===== src/rtl/cent_input_ctl.sv =====
// Player-input sequencer: debounces the board buttons and drives the active-low
// coin/start/fire inputs, with an auto-play FSM for unattended coin/start/autofire.
module cent_input_ctl #(
    parameter int unsigned DEBOUNCE_CYCLES  = 12000,
    parameter int unsigned PULSE_CYCLES     = 600000,
    parameter int unsigned AUTO_WAIT_CYCLES = 24000000,
    parameter int unsigned FIRE_HALF_CYCLES = 1200000
) (
    input  logic       clk12m,
    input  logic       reset_n,
    input  logic       button1,
    input  logic       button2,
    input  logic       button3,
    input  logic       auto_en,
    output logic [9:0] playerinput_o,
    output logic [2:0] auto_state_o,
    output logic       busy_o
);

    localparam int unsigned DW = (DEBOUNCE_CYCLES > 1) ? $clog2(DEBOUNCE_CYCLES) : 1;
    localparam int unsigned PW = $clog2(PULSE_CYCLES + 1);
    localparam int unsigned WW = (AUTO_WAIT_CYCLES > 1) ? $clog2(AUTO_WAIT_CYCLES) : 1;
    localparam int unsigned FW = (FIRE_HALF_CYCLES > 1) ? $clog2(FIRE_HALF_CYCLES) : 1;

    localparam logic [DW-1:0] DB_LAST    = DW'(DEBOUNCE_CYCLES - 1);
    localparam logic [PW-1:0] PULSE_LOAD = PW'(PULSE_CYCLES);
    localparam logic [PW-1:0] PULSE_ONE  = PW'(1);
    localparam logic [WW-1:0] WAIT_LAST  = WW'(AUTO_WAIT_CYCLES - 1);
    localparam logic [FW-1:0] FIRE_LAST  = FW'(FIRE_HALF_CYCLES - 1);

    typedef enum logic [2:0] {
        S_IDLE  = 3'd0,
        S_COIN  = 3'd1,
        S_WAIT  = 3'd2,
        S_START = 3'd3,
        S_PLAY  = 3'd4
    } state_t;

    logic [1:0]    r_rst_sync;
    logic          w_rst_n;
    logic [3:0]    w_raw;
    logic [3:0]    r_sync1;
    logic [3:0]    r_sync2;
    logic [3:0]    w_stable;
    logic [2:0]    r_stable_d;
    logic [2:0]    w_press;
    logic          w_auto;
    state_t        r_state;
    state_t        w_state_nxt;
    logic          w_fsm_coin_req;
    logic          w_fsm_start_req;
    logic [PW-1:0] r_coin_cnt;
    logic [PW-1:0] r_start_cnt;
    logic          w_coin_act;
    logic          w_start_act;
    logic [WW-1:0] r_wait_cnt;
    logic [FW-1:0] r_fire_cnt;
    logic          r_toggle;
    logic [9:0]    r_pi;
    logic          r_busy;

    // Assertion is immediate; release is aligned to clk12m before reaching any state.
    always_ff @(posedge clk12m or negedge reset_n) begin
        if (!reset_n) r_rst_sync <= '0;
        else          r_rst_sync <= {r_rst_sync[0], 1'b1};
    end
    assign w_rst_n = r_rst_sync[1];

    assign w_raw = {auto_en, button3, button2, button1};

    always_ff @(posedge clk12m or negedge w_rst_n) begin
        if (!w_rst_n) begin
            r_sync1    <= '0;
            r_sync2    <= '0;
            r_stable_d <= '0;
        end else begin
            r_sync1    <= w_raw;
            r_sync2    <= r_sync1;
            r_stable_d <= w_stable[2:0];
        end
    end

    for (genvar g = 0; g < 4; g++) begin : g_db
        logic [DW-1:0] r_cnt;
        logic          r_st;
        always_ff @(posedge clk12m or negedge w_rst_n) begin
            if (!w_rst_n) begin
                r_cnt <= '0;
                r_st  <= 1'b0;
            end else if (r_sync2[g] == r_st) begin
                r_cnt <= '0;
            end else if (r_cnt == DB_LAST) begin
                r_st  <= r_sync2[g];
                r_cnt <= '0;
            end else begin
                r_cnt <= r_cnt + 1'b1;
            end
        end
        assign w_stable[g] = r_st;
    end

    assign w_press     = w_stable[2:0] & ~r_stable_d;
    assign w_auto      = w_stable[3];
    assign w_coin_act  = (r_coin_cnt != '0);
    assign w_start_act = (r_start_cnt != '0);

    // Pulse-done advances on the last active count so the state and the pulse
    // end together; also covers a request swallowed by an already-ending pulse.
    always_comb begin
        w_state_nxt     = r_state;
        w_fsm_coin_req  = 1'b0;
        w_fsm_start_req = 1'b0;
        if (!w_auto) begin
            w_state_nxt = S_IDLE;
        end else begin
            case (r_state)
                S_IDLE: begin
                    w_state_nxt    = S_COIN;
                    w_fsm_coin_req = 1'b1;
                end
                S_COIN:  if (r_coin_cnt <= PULSE_ONE) w_state_nxt = S_WAIT;
                S_WAIT: begin
                    if (r_wait_cnt == WAIT_LAST) begin
                        w_state_nxt     = S_START;
                        w_fsm_start_req = 1'b1;
                    end
                end
                S_START: if (r_start_cnt <= PULSE_ONE) w_state_nxt = S_PLAY;
                S_PLAY:  w_state_nxt = S_PLAY;
                default: w_state_nxt = S_IDLE;
            endcase
        end
    end

    always_ff @(posedge clk12m or negedge w_rst_n) begin
        if (!w_rst_n) begin
            r_state     <= S_IDLE;
            r_coin_cnt  <= '0;
            r_start_cnt <= '0;
            r_wait_cnt  <= '0;
            r_fire_cnt  <= '0;
            r_toggle    <= 1'b0;
            r_pi        <= 10'h3DF;
            r_busy      <= 1'b0;
        end else begin
            r_state <= w_state_nxt;

            if (w_coin_act)                       r_coin_cnt <= r_coin_cnt - 1'b1;
            else if (w_press[0] | w_fsm_coin_req) r_coin_cnt <= PULSE_LOAD;

            if (w_start_act)                        r_start_cnt <= r_start_cnt - 1'b1;
            else if (w_press[1] | w_fsm_start_req)  r_start_cnt <= PULSE_LOAD;

            if (r_state == S_WAIT && w_state_nxt == S_WAIT) r_wait_cnt <= r_wait_cnt + 1'b1;
            else                                            r_wait_cnt <= '0;

            if (r_state == S_PLAY && w_state_nxt == S_PLAY) begin
                if (r_fire_cnt == FIRE_LAST) begin
                    r_fire_cnt <= '0;
                    r_toggle   <= ~r_toggle;
                end else begin
                    r_fire_cnt <= r_fire_cnt + 1'b1;
                end
            end else begin
                r_fire_cnt <= '0;
                r_toggle   <= 1'b0;
            end

            r_pi <= {1'b1, 1'b1, ~w_coin_act, 1'b1, 1'b0, 1'b1, ~w_start_act, 1'b1, 1'b1,
                     ~(w_stable[2] | (r_state == S_PLAY && !r_toggle))};
            r_busy <= w_coin_act | w_start_act;
        end
    end

    assign playerinput_o = r_pi;
    assign auto_state_o  = r_state;
    assign busy_o        = r_busy;

endmodule


===== config.mk =====
export PLATFORM = sky130hd
export DESIGN_NAME = cent_input_ctl
export DESIGN_NICKNAME = d
export VERILOG_FILES = /design/src/rtl/cent_input_ctl.sv
export SDC_FILE = /design/constraint.sdc
export NUM_CORES = 1
export LEC_CHECK = 0
export ABC_AREA = 1
export BUFFER_PORTS_ARGS = -buffer_cell sky130_fd_sc_hd__buf_4
export CORE_ASPECT_RATIO = 0.7
export CORE_MARGIN = 5
export CORE_UTILIZATION = 43
export CTS_BUF_LIST = sky130_fd_sc_hd__clkbuf_4 sky130_fd_sc_hd__clkbuf_8
export DETAILED_ROUTE_END_ITERATION = 16
export GPL_TIMING_DRIVEN = 1
export HOLD_SLACK_MARGIN = 0.03
export MAX_ROUTING_LAYER = met4
export SETUP_SLACK_MARGIN = 0.05
export SLEW_MARGIN = 20
export SYNTH_ARGS = -nofsm -noshare
export SYNTH_HDL_FRONTEND = slang
export SYNTH_SLANG_ARGS = --single-unit

===== constraint.sdc =====
create_clock -name clk12m -period 7 [get_ports clk12m]
set_input_delay 1.05 -clock clk12m [delete_from_list [all_inputs] [get_ports clk12m]]
set_output_delay 1.05 -clock clk12m [all_outputs]
set_load 0.1 [all_outputs]

==> results of run 1 <==
[final cells by class]
cell class | count | area, sq um
sequential | 166 | 4160
timing repair buffer | 14 | 105
tap | 276 | 345
clock buffer | 20 | 256
clock inverter | 12 | 176
fill | 2007 | 10900
multi-input combinational | 741 | 4040
inverter | 157 | 589
[kinds of logic after synthesis]
logic type	after synthesis	share of synthesized area (%)
buf+inv	172	8.01
other cells	2	0.0845
xor+xnor	59	5.81
compound gates	81	5.42
simple gates	577	31.7
fa+ha+maj	12	1.69
mux	4	0.507
flops	166	46.8
[per-stage QoR]
stage               area, sq um  util, %  hold slack, ns  instances  worst slack [ns]
detailed placement         9240     45.0           0.336       1354              4.58
global placement           9240     45.0           0.334       1354              4.58
finish                     9670     47.1           0.355       1386              4.65
floorplan                  8910        -           0.331       1079              2.04
CTS                        9670     47.1           0.309       1386              4.58
global route               9670     47.1           0.300       1386              4.27
[flip-flops by register name (all words and copies together) (netlist names), 2 cells and up]
signal         count
g_db.r_cnt        56
r_wait_cnt        25
r_fire_cnt        21
r_coin_cnt        20
r_start_cnt       20
g_db.r_st          4
r_sync1            4
r_sync2            4
auto_state_o       3
playerinput_o      3
r_rst_sync         2
r_stable_d         2
[how the worst min path moves through the flow]
stage / start / to / slack (ns)
detailed placement: r_sync1[1] / r_sync2[1] / 0.34
finish: reset_n / r_rst_sync[0] / 0.36
global placement: r_rst_sync[0] / r_rst_sync[1] / 0.33
floorplan: r_rst_sync[0] / r_rst_sync[1] / 0.33
global route: reset_n / r_rst_sync[0] / 0.30
CTS: reset_n / r_rst_sync[0] / 0.31
[worst register-to-register path: stages (launching register included)]
cell     delay, ns
dfrtp_4       1.01
buf_4         0.67
buf_4         0.62
[power breakdown]
part / internal, uW / switching (uW)
clock network: 401 / 360
registers: 967 / 12.5
logic: 10.0 / 39.1
total: 1380 / 412
[layer usage]
metal,vias up,part of all wire [%],wire length (microns)
met4,0,0.80,138
li1,3468,-,-
met1,3054,57,9810
met3,10,3.5,601
met2,89,39,6640
met5,-,0,0
[cell usage after synthesis, drive strengths merged, types with 13 or more instances]
cell     n
nor2   201
nor4    13
a21oi   29
buf     14
o21ai   23
xor2    39
xnor2   20
nand2  194
nand3   55
nand4   27
inv    156
nor3    68
dfrtp  163
==> results.py, run 1 <==
metrics = {
    "outcome": {
        "status": "completed",
    },
    "synthesis": {
        "ys_seq_area_share_pct": 46.8,
        "synth_warnings": 0,
        "synthTopCellsByArea": "dfrtp_1 46%, nand2_1 7.9%, nor2_1 7.5%, inv_1 6.3%, xor2_1 3.8%",
        "synth_seq_cells": 166,
        "yosysUniqueCellTypes": 51,
        "async_flop_share_pct": 100,
        "synth_area_sq_um": 8890,
        "synth_edf_count": 0,
        "ys.flop_type": "dfrtp_1",
        "synth_area_per_cell_sq_um": 8.28,
        "syn_inst": 1073,
        "synth_top_area_share_pct": 45.9,
        "synth_top_area_cell": "dfrtp_1",
    },
    "setup_path": {
        "crit_fanout": 7,
        "crit_path_end": "auto_state_o[2]",
        "path_cells": "buf_4",
        "crit_family": "flip-flops",
        "path_buf_inv": 1,
        "rrSetupSlack_ns": 4.75,
        "slowest_stage": "dfrtp_1",
        "crit_type": "flip-flop to primary output",
        "crit_cells": 1,
        "reg2reg_from": "r_rst_sync[1]",
        "crit_arrival_ns": 1.30,
        "cp.required_ns": 5.95,
        "rr_worst_depth": 2,
        "end_kind": "primary output",
        "slowest_delay_ns": 0.49,
        "startpoint_type": "flip-flop",
        "reg2reg_to": "r_coin_cnt[6]",
        "critPathLaunch": "auto_state_o[2]",
    },
    "clock_network": {
        "clock_latency_ns": 0.46,
        "cts_resized": 0,
        "cts_tree": "yes",
        "cts_buffers": 17,
        "cts_max_level": 4,
        "hold_buffers": 0,
        "clk_pin_slew_worst_paths_ns": 0.09,
        "root_buffer": "clkbuf_8",
        "clk_path_buf_depth": 2,
        "post_cts_buffers": 0,
        "cts_sinks": 166,
    },
    "routing": {
        "vias": 6621,
        "drc": 0,
        "first_pass_iters": 5,
        "drtIter0Drc": 540,
        "wl_per_cell_microns": 12.4,
        "vias_per_cell": 4.78,
        "drt_wl_total_mm": 17.2,
        "drtAntennaViolNets": 0,
    },
    "die": {
        "core-area_sq_um": 20500,
        "io_pins": 20,
        "initial_utilization_pct": 43.3,
        "rows": 44,
        "fp.dieW_microns": 182,
        "die_h_microns": 130,
        "die-area_sq_um": 23700,
    },
    "timing": {
        "finalCriticalPeriod_ns": 2.35,
        "clock_skew_ns": 0.0112,
        "drv_slew": 0,
        "slew_headroom_pct": 40.4,
        "grt_setup_unrepaired": "no",
        "hold_violations": 0,
        "tightest_slew_ns": 0.894,
        "setup-tns-final_ns": 0,
        "post-route-period-util_pct": 33.6,
        "max_freq_mhz": 425,
        "setup_violations": 0,
    },
    "grt": {
        "grt_start_max_net_pins": 73,
        "top_usage_layer": "met1",
        "grt_pass1_wl_mm": 30.1,
        "grt-ovfl-total": 0,
        "grtUsageMet3_pct": 3.57,
        "grt_util_met2_pct": 20.9,
        "grt_use_met1_pct": 24.6,
        "antenna_found_initial": 0,
        "grt_usage_pct": 15.9,
        "first_global_vias": 6133,
    },
    "cells_and_area": {
        "mostFrequentLayoutCells": "186 x nand2_1, 177 x nor2_1, 162 x dfrtp_1, 149 x inv_1, 50 x nand3_1",
        "antenna_cells": 0,
        "drive_gt1_share_pct": 12.7,
        "syn_to_final_growth_pct": 8.86,
        "final_common_cell": "nand2_1",
        "nets": 1115,
    },
    "min_path": {
        "hp-class": "input pin to async pin",
    },
    "power": {
        "totalPowerFinal_uw": 1790,
        "power_density_nw_per_um2": 185,
        "ir_drop_uv": 200,
        "p_leak_uw": 0.00456,
    },
    "placed_design": {
        "dp_hpwl_mm": 12.3,
        "gp_congestion": 0.870,
        "io_buffers": 12,
    },
    "job": {
        "maxCapViolCount": 0,
    },
}
Note: power is estimated with default switching activity, not from simulation.
==> inputs of run 2 (changes only) <==
==> constraint.sdc (replaced) <==
create_clock -name clk12m -period 1.9 [get_ports clk12m]
set_input_delay 0.285 -clock clk12m [delete_from_list [all_inputs] [get_ports clk12m]]
set_output_delay 0.285 -clock clk12m [all_outputs]
set_load 0.1 [all_outputs]
==> results.py, run 2 (synthesized netlist as in run 1, its figures left out) <==
metrics = {
    "grt": {
        "first_global_vias": 6472,
        "grt_start_max_net_pins": 52,
        "grt_usage_pct": 16.7,
        "grt-ovfl-total": 0,
        "antenna_found_initial": 0,
        "grt_pass1_wl_mm": 31.6,
    },
    "routing": {
        "drtAntennaViolNets": 0,
        "vias": 6799,
        "wl_per_cell_microns": 12.9,
        "drc": 0,
        "first_pass_iters": 5,
        "vias_per_cell": 4.80,
        "drtIter0Drc": 605,
        "drt_wl_total_mm": 18.3,
    },
    "job": {
        "maxCapViolCount": 0,
    },
    "timing": {
        "drv_slew": 0,
        "setup-tns-final_ns": 0,
        "hold_violations": 0,
        "finalCriticalPeriod_ns": 1.76,
        "post-route-period-util_pct": 92.5,
        "grt_setup_unrepaired": "yes",
        "max_freq_mhz": 569,
        "setup_violations": 0,
        "clock_skew_ns": 0.00977,
        "slew_headroom_pct": 65.4,
        "tightest_slew_ns": 0.519,
    },
    "die": {
        "core-area_sq_um": 20500,
        "initial_utilization_pct": 43.3,
        "rows": 44,
        "die-area_sq_um": 23700,
        "die_h_microns": 130,
        "io_pins": 20,
        "fp.dieW_microns": 182,
    },
    "clock_network": {
        "clock_latency_ns": 0.46,
        "cts_max_level": 4,
        "cts_sinks": 166,
        "clk_pin_slew_worst_paths_ns": 0.09,
        "cts_tree": "yes",
        "cts_buffers": 17,
        "root_buffer": "clkbuf_8",
        "clk_path_buf_depth": 2,
    },
    "setup_path": {
        "end_kind": "flip-flop",
        "reg2reg_to": "r_wait_cnt[2]",
        "reg2reg_from": "r_wait_cnt[1]",
        "crit_type": "flip-flop to flip-flop",
        "rr_worst_depth": 9,
        "crit_arrival_ns": 2.14,
        "startpoint_type": "flip-flop",
        "path_cells": "ha_2 -> nand2_2 -> nor2_4 -> nand2_4 -> nor2_1 -> a21oi_2 -> nand4_4 -> buf_12 -> nor3_1",
        "slowest_stage": "dfrtp_1",
        "crit_fanout": 7,
        "rrSetupSlack_ns": 0.14,
        "slowest_delay_ns": 0.39,
        "cp.required_ns": 2.28,
    },
    "placed_design": {
        "gp_congestion": 0.884,
        "dp_hpwl_mm": 13.2,
        "io_buffers": 12,
    },
    "cells_and_area": {
        "syn_to_final_growth_pct": 13.4,
        "nets": 1147,
        "reg_top3": "g_db.r_cnt x56, r_wait_cnt x25, r_fire_cnt x21",
        "final_common_cell": "nand2_1",
        "fillers": 1955,
        "fin_util_pct": 49.1,
        "multi_input_area_sq_um": 4120,
        "drive_gt1_share_pct": 16.2,
        "antenna_cells": 0,
        "largest_reg_flops": 56,
        "seqCellArea_sq_um": 4170,
        "regMostFlops": "g_db.r_cnt",
        "mostFrequentLayoutCells": "185 x nand2_1, 171 x nor2_1, 158 x dfrtp_1, 146 x inv_1, 49 x nand3_1",
    },
    "min_path": {
        "hp-class": "input pin to async pin",
    },
    "power": {
        "p_leak_uw": 0.00478,
        "power_density_nw_per_um2": 629,
        "ir_drop_uv": 441,
    },
    "outcome": {
        "status": "completed",
    },
}
[run 2: power by group]
group | switching [uW] | internal [uW]
logic | 165 | 57.9
clock network | 1280 | 1250
registers | 32.3 | 3560
total | 1470 | 4870
[run 2: cell type report]
type                    instances  share of cell area [%]
well taps                     276                    3.43
flip-flops and latches        166                    41.3
inverters                     157                    5.85
clock inverters                 7                   0.981
repair buffers                 46                    4.80
clock buffers                  22                    2.76
multi-input cells             741                    40.9
[run 2: worst max-delay path: cells and delay by family, from the launching register on]
family	cells	cell delay, ns
AOI/OAI and AO/OA	1	0.21
adders and majority gates	1	0.21
buffers and inverters	1	0.21
and+or+nand+nor	6	0.65
DFF	1	0.39
[run 2: metrics by stage]
stage | hold slack, ns | worst slack, ns | std cells | total power, uW | cell area [sq um]
2_1_floorplan | -0.0106 | 0.0613 | 1079 | 3830 | 8920
3_3_place_gp | 0.0690 | 0.117 | 1376 | 3880 | 9500
3_5_place_dp | 0.0686 | 0.120 | 1376 | 3890 | 9500
4_1_cts | 0.0853 | 0.0950 | 1410 | 6460 | 9920
5_1_grt | 0.106 | 0.0405 | 1415 | 6640 | 10100
6_report | 0.128 | 0.142 | 1415 | 6340 | 10100
[run 2: worst max-delay path by stage]
stage | start | endpoint | slack [ns]
floorplan | r_rst_sync[1] | auto_state_o[0] | 0.06
global placement | g_db[3].r_cnt[0] | g_db[3].r_cnt[9] | 0.12
detailed placement | g_db[3].r_cnt[0] | g_db[3].r_cnt[9] | 0.12
CTS | g_db[3].r_cnt[0] | g_db[3].r_cnt[9] | 0.09
global route | r_start_cnt[13] | r_wait_cnt[7] | 0.04
finish | r_wait_cnt[1] | r_wait_cnt[2] | 0.14
[run 2: timing repair]
item,CTS,global route
setup endpoints to repair,0,59
hold buffers,5,0
setup buffers,0,2
endpoints found under the hold margin,6,0
gates resized for setup,0,23
[run 2: routing by layer]
layer  GRT usage (%)  part of all wire [%]  up-vias
li1                -                     -     3517
met1            24.8                    54     3153
met2            22.8                    40      115
met3            3.73                   4.6       14
met4            4.63                   1.1        0
met5               -                     0        -
==> inputs of run 3 (changes only) <==
--- a/config.mk
+++ b/config.mk
@@ -5,7 +5,7 @@
 export SDC_FILE = /design/constraint.sdc
 export NUM_CORES = 1
 export LEC_CHECK = 0
-export ABC_AREA = 1
+export ABC_AREA = 0
 export BUFFER_PORTS_ARGS = -buffer_cell sky130_fd_sc_hd__buf_4
 export CORE_ASPECT_RATIO = 0.7
 export CORE_MARGIN = 5
==> results.py, run 3 <==
metrics = {
    "outcome": {
        "status": "finished, violations left",
        "violations": "negative setup slack",
    },
    "setup_path": {
        "path_cells": "or4_4 -> nor4_4 -> buf_4 -> nand3_4 -> a211oi_4 -> buf_6 -> a211oi_1",
        "path_buf_inv": 2,
        "startpoint_type": "flip-flop",
        "slowest_delay_ns": 0.56,
        "cp.required_ns": 2.25,
        "crit_arrival_ns": 2.33,
        "crit_fanout": 6,
        "slowest_stage": "or4_4",
        "crit_family": "simple AND/OR/NAND/NOR gates",
        "end_kind": "flip-flop",
        "crit_type": "flip-flop to flip-flop",
    },
    "cells_and_area": {
        "drive_gt1_share_pct": 25.3,
        "nets": 922,
        "final_common_cell": "dfrtp_1",
        "reg_top3": "g_db.r_cnt x56, r_wait_cnt x25, r_fire_cnt x21",
        "regMostFlops": "g_db.r_cnt",
        "stdcell_count": 1153,
        "antenna_cells": 0,
        "syn_to_final_growth_pct": 25.8,
        "mostFrequentLayoutCells": "158 x dfrtp_1, 137 x nor2_1, 106 x buf_4, 57 x xnor2_1, 55 x xor2_1",
        "fillers": 1538,
        "largest_reg_flops": 56,
    },
    "grt": {
        "grt_pass1_wl_mm": 29.0,
        "grt-ovfl-total": 0,
        "first_global_vias": 6086,
        "grt_usage_pct": 17.3,
        "grt_start_max_net_pins": 50,
        "antenna_found_initial": 0,
    },
    "clock_network": {
        "cts_sinks": 166,
        "root_buffer": "clkbuf_8",
        "cts_buffers": 17,
        "clk_path_buf_depth": 2,
        "cts_tree": "yes",
        "clock_latency_ns": 0.47,
        "clk_pin_slew_worst_paths_ns": 0.10,
        "cts_max_level": 4,
    },
    "synthesis": {
        "synth_area_sq_um": 7930,
        "yosysUniqueCellTypes": 58,
        "synth_commonest_cells": "163 x dfrtp_1, 144 x nor2_1, 58 x xnor2_1, 55 x xor2_1, 50 x nand3_1",
        "ys_seq_area_share_pct": 52.5,
        "synth_top_area_cell": "dfrtp_1",
        "yosysMostFrequentCell": "dfrtp_1",
        "synthTopCellsByArea": "dfrtp_1 51%, nor2_1 6.8%, xnor2_1 6.4%, xor2_1 6.1%, nand3_1 3.2%",
        "synth_seq_cells": 166,
        "async_flop_share_pct": 100,
        "synth_area_per_cell_sq_um": 10.2,
        "synth_top_area_share_pct": 51.5,
        "ys.flop_type": "dfrtp_1",
        "synth_warnings": 0,
        "syn_inst": 780,
        "synth_edf_count": 0,
    },
    "placed_design": {
        "dp_cells": 1105,
        "dp_slack_ns": -0.177,
        "io_buffers": 12,
        "gp_congestion": 0.854,
        "dp_hpwl_mm": 11.7,
    },
    "routing": {
        "drtAntennaViolNets": 0,
        "vias_per_cell": 5.21,
        "drc": 0,
        "first_pass_iters": 4,
        "drt_wl_total_mm": 16.8,
        "wl_per_cell_microns": 14.6,
        "drtIter0Drc": 397,
        "vias": 6011,
    },
    "job": {
        "maxCapViolCount": 0,
    },
    "power": {
        "seqPwrFrac_pct": 54.8,
        "clockPowerShare_pct": 42.0,
        "power.share.switching_pct": 24.1,
        "p_int_uw": 4990,
        "p_leak_uw": 0.00455,
        "power_switching_uw": 1580,
        "p_comb_share_pct": 3.3,
        "ir_drop_uv": 627,
        "power_density_nw_per_um2": 659,
    },
    "die": {
        "fp.dieW_microns": 172,
        "core-area_sq_um": 18100,
        "io_pins": 20,
        "rows": 41,
        "die-area_sq_um": 21300,
        "initial_utilization_pct": 43.9,
        "die_h_microns": 124,
    },
    "timing": {
        "grt_setup_unrepaired": "yes",
        "setup_violations": 19,
        "clock_skew_ns": 0.0133,
        "drv_slew": 0,
        "max_freq_mhz": 503,
        "post-route-period-util_pct": 105,
        "finalCriticalPeriod_ns": 1.99,
        "slew_headroom_pct": 67.1,
        "finalWorstSetupSlack_ns": -0.0870,
        "hold_violations": 0,
        "tightest_slew_ns": 0.489,
    },
    "min_path": {
        "hp-class": "input pin to async pin",
    },
}
run 3: cell count changes in the layout (fill, tap and decap cells not counted), moves of 13 or more:
cell and delta:
inv_1 -123, xnor2_1 +37, nand2_1 -149, a21oi_1 -22
nor3_2 -27, nor2_2 -21, xor2_1 +16, nor2_1 -34
and3_1 +20, nor3_1 -13, buf_4 +75, o21ai_0 -15
run 3: worst paths after layout:
check	slack (ns)	startpoint	endpoint	cells after the start
max in group asynchronous	0.95	r_rst_sync[1]	playerinput_o[3]	1
min in group clk12m	0.35	r_sync1[2]	r_sync2[2]	0
min	0.12	reset_n	r_rst_sync[1]	2
min reg2reg	0.25	r_rst_sync[1]	g_db[3].r_cnt[5]	0
max	-0.09	r_start_cnt[11]	r_start_cnt[19]	7
max reg2reg	-0.09	r_start_cnt[11]	r_start_cnt[19]	7
run 3: cell families (layout without fill, tap and decap cells):
| group | after synthesis | count (layout) | share of synthesized area, % |
|---|---|---|---|
| and+or+nand+nor | 386 | 386 | 25.3 |
| DFF | 166 | 166 | 52.5 |
| xor gates and xnor gates | 113 | 113 | 12.5 |
| buffers and inverters | 52 | 183 | 3.02 |
| AOI/OAI and AO/OA | 43 | 43 | 3.93 |
| adders and majority gates | 12 | 12 | 1.89 |
| muxes | 6 | 6 | 0.821 |
| other | 2 | 8 | 0.0948 |
run 3: repair_timing:
action	in CTS	in global routing
hold buffers	5	0
setup buffers	5	5
pin swaps	11	15
hold endpoints to repair	6	0
setup endpoints to repair	68	68
resized for setup	40	34
gates cloned	0	1
run 3: final cells by class:
type                       instances  area (sq um)  share of cell area, %
sequential                       166          4170                   41.8
multi-input combinational        568          3890                   39.0
timing repair buffer             126          1090                   10.9
tap                              236           295                   2.96
clock buffer                      18           248                   2.48
clock inverter                    14           186                   1.87
inverter                          25          93.8                  0.941
run 3: stage by stage:
stage / instance area [sq um] / utilization (%) / setup TNS, ns / hold slack [ns] / power [uW]
after floorplan: 8050 / - / -2.36 / -0.0106 / 3830
after global placement: 9050 / 50.1 / -0.425 / 0.0678 / 3870
after detailed placement: 9050 / 50.1 / -1.22 / 0.0689 / 3880
after CTS: 9730 / 53.9 / -1.14 / 0.0890 / 6650
after global routing: 9970 / 55.2 / -3.14 / 0.0945 / 6830
final: 9970 / 55.2 / -0.967 / 0.118 / 6570
run 3: per-layer routing:
layer  global-route usage, %  share of wire (%)  vias to the layer above
met5                       -                  0                        -
met4                    4.96                1.2                        0
met3                    3.97                3.1                       23
met2                    26.7                 47                       96
met1                    23.3                 49                     2974
li1                        -                  -                     2918
run 3: worst reg2reg max path, delay by kind of cell (launching register included):
family | cells | cell delay (ns)
simple gates | 3 | 0.89
buf+inv | 2 | 0.34
flops | 1 | 0.39
compound gates | 2 | 0.25
run 3: power groups by stage:
| stage | logic [uW] | registers, uW | clock network [uW] |
|---|---|---|---|
| after floorplan | 125 | 3700 | 0 |
| after global placement | 204 | 3670 | 0 |
| after detailed placement | 212 | 3670 | 0 |
| after CTS | 222 | 3600 | 2830 |
| after global routing | 245 | 3610 | 2980 |
| final | 215 | 3600 | 2760 |
